File: config.mk
export PLATFORM = sky130hd
export DESIGN_NAME = elevator_dispatcher
export DESIGN_NICKNAME = d
export VERILOG_FILES = /design/src/rtl/elevator_dispatcher.sv
export SDC_FILE = /design/constraint.sdc
export NUM_CORES = 1
export LEC_CHECK = 0
export ABC_AREA = 1
export BUFFER_PORTS_ARGS = -buffer_cell sky130_fd_sc_hd__clkbuf_2
export CAP_MARGIN = 20
export CORE_MARGIN = 1.5
export CORE_UTILIZATION = 30
export DETAILED_ROUTE_END_ITERATION = 10
export PLACE_DENSITY = 0.59
export SYNTH_ARGS = -nofsm -noshare
export SYNTH_HDL_FRONTEND = slang
export SYNTH_SLANG_ARGS = --single-unit
File: constraint.sdc
create_clock -name clk -period 5.65 [get_ports clk]
set_clock_uncertainty 0.1 [all_clocks]
set_input_delay 0.2825 -clock clk [delete_from_list [all_inputs] [get_ports clk]]
set_output_delay 0.2825 -clock clk [all_outputs]
set_load 0.01 [all_outputs]
File: src/rtl/elevator_dispatcher.sv
// ============================================================================
// Module   : elevator_dispatcher
// Brief    : SCAN-policy request dispatcher that latches calls, tracks the car floor and
//            issues the 2-bit up/down motion command, with a timed door dwell per stop.
// Revision : 1.0 - initial release
// ============================================================================
`default_nettype none

module elevator_dispatcher #(
    parameter  int FLOORS      = 4,
    parameter  int DOOR_CYCLES = 8,
    localparam int FW          = $clog2(FLOORS)
) (
    input  logic              clk,
    input  logic              rst,
    input  logic [FLOORS-1:0] call_req,
    input  logic              floor_step,
    output logic [1:0]        upDown,
    output logic [FW-1:0]     cur_floor,
    output logic [FLOORS-1:0] pending,
    output logic              door_open,
    output logic              fault
);

    localparam int          CW       = $clog2(DOOR_CYCLES + 1);
    localparam logic [CW-1:0] C_DLOAD = CW'(DOOR_CYCLES - 1);
    localparam logic [FW-1:0] C_TOP   = FW'(FLOORS - 1);
    localparam logic [1:0]  C_STOP   = 2'b00;
    localparam logic [1:0]  C_UP     = 2'b01;
    localparam logic [1:0]  C_DOWN   = 2'b10;

    typedef enum logic [1:0] {
        S_IDLE      = 2'd0,
        S_MOVE_UP   = 2'd1,
        S_MOVE_DOWN = 2'd2,
        S_DOOR      = 2'd3
    } state_t;

    state_t            r_state;
    state_t            w_state_nxt;
    logic [FW-1:0]     r_floor;
    logic [FW-1:0]     w_floor_nxt;
    logic [FLOORS-1:0] r_pending;
    logic [FLOORS-1:0] w_clear;
    logic              r_dir_up;
    logic              w_dir_up_nxt;
    logic [CW-1:0]     r_cnt;
    logic [CW-1:0]     w_cnt_nxt;
    logic              r_fault;
    logic              w_fault_nxt;
    logic [1:0]        r_updown;
    logic [1:0]        w_updown_nxt;
    logic              r_door;
    logic [FW-1:0]     w_floor_inc;
    logic [FW-1:0]     w_floor_dec;

    function automatic logic any_above(input logic [FLOORS-1:0] p, input logic [FW-1:0] f);
        logic res;
        res = 1'b0;
        for (int i = 0; i < FLOORS; i++) begin
            if (p[i] && (i > int'(f))) res = 1'b1;
        end
        return res;
    endfunction

    function automatic logic any_below(input logic [FLOORS-1:0] p, input logic [FW-1:0] f);
        logic res;
        res = 1'b0;
        for (int i = 0; i < FLOORS; i++) begin
            if (p[i] && (i < int'(f))) res = 1'b1;
        end
        return res;
    endfunction

    assign w_floor_inc = r_floor + 1'b1;
    assign w_floor_dec = r_floor - 1'b1;

    always_comb begin
        w_state_nxt  = r_state;
        w_floor_nxt  = r_floor;
        w_cnt_nxt    = r_cnt;
        w_fault_nxt  = r_fault;
        w_dir_up_nxt = r_dir_up;
        w_updown_nxt = C_STOP;
        w_clear      = '0;

        case (r_state)
            S_IDLE: begin
                if (floor_step) w_fault_nxt = 1'b1;
                if (r_pending != '0) begin
                    if (r_pending[r_floor])
                        w_state_nxt = S_DOOR;
                    else if (r_dir_up)
                        w_state_nxt = any_above(r_pending, r_floor) ? S_MOVE_UP : S_MOVE_DOWN;
                    else
                        w_state_nxt = any_below(r_pending, r_floor) ? S_MOVE_DOWN : S_MOVE_UP;
                end
            end
            S_MOVE_UP: begin
                if (floor_step) begin
                    if (r_floor == C_TOP) begin
                        w_fault_nxt = 1'b1;
                        w_state_nxt = S_IDLE;
                    end else begin
                        w_floor_nxt = w_floor_inc;
                        if (r_pending[w_floor_inc])
                            w_state_nxt = S_DOOR;
                        else if (!any_above(r_pending, w_floor_inc))
                            w_state_nxt = S_IDLE;
                    end
                end
            end
            S_MOVE_DOWN: begin
                if (floor_step) begin
                    if (r_floor == '0) begin
                        w_fault_nxt = 1'b1;
                        w_state_nxt = S_IDLE;
                    end else begin
                        w_floor_nxt = w_floor_dec;
                        if (r_pending[w_floor_dec])
                            w_state_nxt = S_DOOR;
                        else if (!any_below(r_pending, w_floor_dec))
                            w_state_nxt = S_IDLE;
                    end
                end
            end
            default: begin
                if (floor_step) w_fault_nxt = 1'b1;
                if (r_cnt == '0)
                    w_state_nxt = S_IDLE;
                else
                    w_cnt_nxt = r_cnt - 1'b1;
            end
        endcase

        // Dwell timer is loaded only on the entering edge, so re-presses cannot extend it.
        if (w_state_nxt == S_DOOR && r_state != S_DOOR)
            w_cnt_nxt = C_DLOAD;

        // The serviced floor is masked on entry and throughout the dwell.
        if (w_state_nxt == S_DOOR || r_state == S_DOOR)
            w_clear = FLOORS'(1) << w_floor_nxt;

        if (w_state_nxt == S_MOVE_UP) begin
            w_updown_nxt = C_UP;
            w_dir_up_nxt = 1'b1;
        end else if (w_state_nxt == S_MOVE_DOWN) begin
            w_updown_nxt = C_DOWN;
            w_dir_up_nxt = 1'b0;
        end
    end

    always_ff @(posedge clk or posedge rst) begin
        if (rst) begin
            r_state   <= S_IDLE;
            r_floor   <= '0;
            r_pending <= '0;
            r_dir_up  <= 1'b1;
            r_cnt     <= '0;
            r_fault   <= 1'b0;
            r_updown  <= C_STOP;
            r_door    <= 1'b0;
        end else begin
            r_state   <= w_state_nxt;
            r_floor   <= w_floor_nxt;
            r_pending <= (r_pending | call_req) & ~w_clear;
            r_dir_up  <= w_dir_up_nxt;
            r_cnt     <= w_cnt_nxt;
            r_fault   <= w_fault_nxt;
            r_updown  <= w_updown_nxt;
            r_door    <= (w_state_nxt == S_DOOR);
        end
    end

    assign upDown    = r_updown;
    assign cur_floor = r_floor;
    assign pending   = r_pending;
    assign door_open = r_door;
    assign fault     = r_fault;

endmodule

`default_nettype wire

==> results.yml <==
status:
  outcome: "complete, but fails checks"
  violations: "hold timing"
synth:
  ys_types: 27
  synth_top_family_by_area: "simple AND/OR/NAND/NOR gates"
  synth-seq-cells: 17
  synth_compound_area_share_pct: 11.4
  muxShareOfSynthArea_pct: 0
  synth_nets: 207
  synthesis.area_um2: 1310
  yosysSeqAreaShare_pct: 32.6
  avgSynthCellArea_um2: 7.07
  synth_fa_ha_area_share_pct: 14.4
  synthSimpleGateAreaFrac_pct: 31.2
  synthXorXnorAreaFrac_pct: 0
  yosys_warnings: 0
  synthCells: 185
die:
  coreArea_um2: 4090
  fp.dieH_um: 69.0
  ioPinCount: 17
  num_rows: 23
  start_util_pct: 32.0
  dieArea_um2: 4760
  die_w_um: 69.0
critical_path:
  cp_common_cell: "nand2_1"
  critical_path.slowest_cell: "dfrtp_1"
  crit_chain: "inv_2, ha_1, inv_1, nand2_1, nand3_1, nand2_1, nand2_1, nand2_1, nand2_1, nand2_1, nand3_2, nand2_1, nand2_1, ha_1, nor2_1, inv_2, nand3_1, o21ai_1, inv_1"
  reg2reg_depth: 19
  crit_type: "reg -> reg"
  critPathMaxFanout: 10
  crit_path_end_kind: "flop"
  cpPeakStageDelay_ns: 0.53
  crit_path_start_kind: "flop"
  arrival_ns: 2.67
  required_ns: 5.70
detailed_routing:
  post-route-drc-count: 0
  routed_wl_mm: 2.76
  dr.pass1.iters: 4
  drt-initial-drc-count: 68
  post_drt_via_cell_ratio: 4.70
  vias: 1179
  routedWlPerCell_um: 11.0
  detail-route-antenna-nets: 0
job:
  maxCapViolCount: 0
cts:
  htreeDepth: 1
  cts.hold.buffers_added: 0
  cts_resized: 0
  cts_buffer_depth: 2
  clk_pin_slew_ns: 0.07
  cts_setup_buffers: 0
  cts_root_buf: "clkbuf_8"
  cts_buffers: 3
  tritoncts: "yes"
  cts_num_sinks: 17
  insertion_delay_ns: 0.26
final_layout:
  final_util_pct: 35.9
  diodes: 0
  nets: 224
  drive_gt1_share_pct: 16.4
  stdcell_count: 251
  final_area_um2: 1470
  areaGrowthSynthToFinish_pct: 12.3
placed_design:
  place_ws_ns: 3.06
  gp_congestion: 0.818
  place_inst: 247
  io_buffers: 16
  hpwl_mm: 2.17
  place_area_um2: 1420
sta:
  setup_viol: 0
  holdWs_ns: -0.0216
  fmax_mhz: 381
  fin_crit_sh_pct: 46.4
  fin_tns_setup_ns: 0
  slew_violations: 0
  relSlewSlack_pct: 57.6
  fin_crit_ns: 2.62
  rsz0062_at_grt: "false"
  finalWorstSetupSlack_ns: 3.03
  tightest_slew_ns: 0.635
  finalHoldViolations: 16
global_routing:
  grt_antenna_before_repair: 0
  grt_pass1_vias: 1139
  grtUsageTotal_pct: 12.2
  gr-total-overflow: 0
  grt_first_pass_wirelength_mm: 4.86
  grt_max_degree: 18
pwr:
  power_density_nw_per_um2: 523
  p_leak_nw: 0.795
  p_total_mw: 0.769
  irDropWorstVdd_uv: 302
hold_path:
  hp-class: "in -> async"
==> worst max-delay path, delay by kind of cell (launching register included) <==
family,cells,cell delay [ns]
adders and majority gates,2,0.56
DFF,1,0.53
AOI/OAI and AO/OA,1,0.08
buffers and inverters,4,0.42
and+or+nand+nor,12,0.82
==> worst paths after layout <==
kind / startpoint / end / slack, ns
worst max-delay path: cur_floor[0] / pending[3] / 3.03
min in group clk: call_req[3] / pending[3] / 0.12
worst min-delay path: rst / upDown[0] / -0.02
worst min register to register: r_dir_up / r_dir_up / 0.37
worst max register to register: cur_floor[0] / pending[3] / 3.03
max in group asynchronous: rst / upDown[1] / 5.06
==> cell type report <==
type / count / area (µm²)
Clock inverter: 1 / 5.00
Clock buffer: 3 / 41.3
Sequential cell: 17 / 427
Fill cell: 449 / 2620
Inverter: 29 / 109
Multi-Input combinational cell: 135 / 744
Tap cell: 50 / 62.6
Timing Repair Buffer: 16 / 80.1
==> placed cells by master (no fill, tap or decap), drive strengths merged <==
master	n
a21boi	1
a21oi	4
a31oi	5
clkbuf	19
clkinv	3
dfrtp	16
dfstp	1
ha	15
inv	27
nand2	60
nand3	19
nand4	1
nor2	16
nor4	1
o211ai	2
o21ai	8
o21bai	2
o32ai	1
==> cells by family after synthesis <==
group / after synthesis
compound gates: 23
fa+ha+maj: 15
flops: 17
simple gates: 97
buf+inv: 33
==> metal layers <==
metal / track usage (%) / part of all wire (%) / vias up
li1: - / - / 619
met1: 14.9 / 46 / 544
met2: 21.0 / 50 / 11
met3: 1.46 / 1.7 / 5
met4: 5.66 / 2.0 / 0
met5: 0 / 0 / -
==> cell usage after synthesis (all sizes together) <==
| library cell | number | share of area (%) |
|---|---|---|
| a21boi | 1 | 0.86 |
| a21oi | 4 | 1.8 |
| a31oi | 5 | 2.4 |
| buf | 3 | 1.8 |
| clkbuf | 1 | 0.29 |
| clkinv | 2 | 0.57 |
| dfrtp | 16 | 31 |
| dfstp | 1 | 2.0 |
| ha | 15 | 14 |
| inv | 27 | 7.8 |
| nand2 | 60 | 18 |
| nand3 | 19 | 8.0 |
| nand4 | 1 | 0.48 |
| nor2 | 16 | 4.6 |
| nor4 | 1 | 0.48 |
| o211ai | 2 | 1.1 |
| o21ai | 8 | 3.1 |
| o21bai | 2 | 1.4 |
| o32ai | 1 | 0.67 |
==> sequential cells by signal (all words and copies together) (netlist names) <==
name / cells
r_dir_up: 1
pending: 4
fault: 1
door_open: 1
cur_floor: 2
upDown: 2
r_cnt: 4
r_state: 2
==> report_power, final <==
part | switching (mW) | internal (mW) | leakage (nW)
Combinational | 0.277 | 0.168 | 0.576
Sequential | 0.0601 | 0.173 | 0.194
Clock | 0.0421 | 0.0490 | 0.0255
Power figures use the tool's default switching activity.
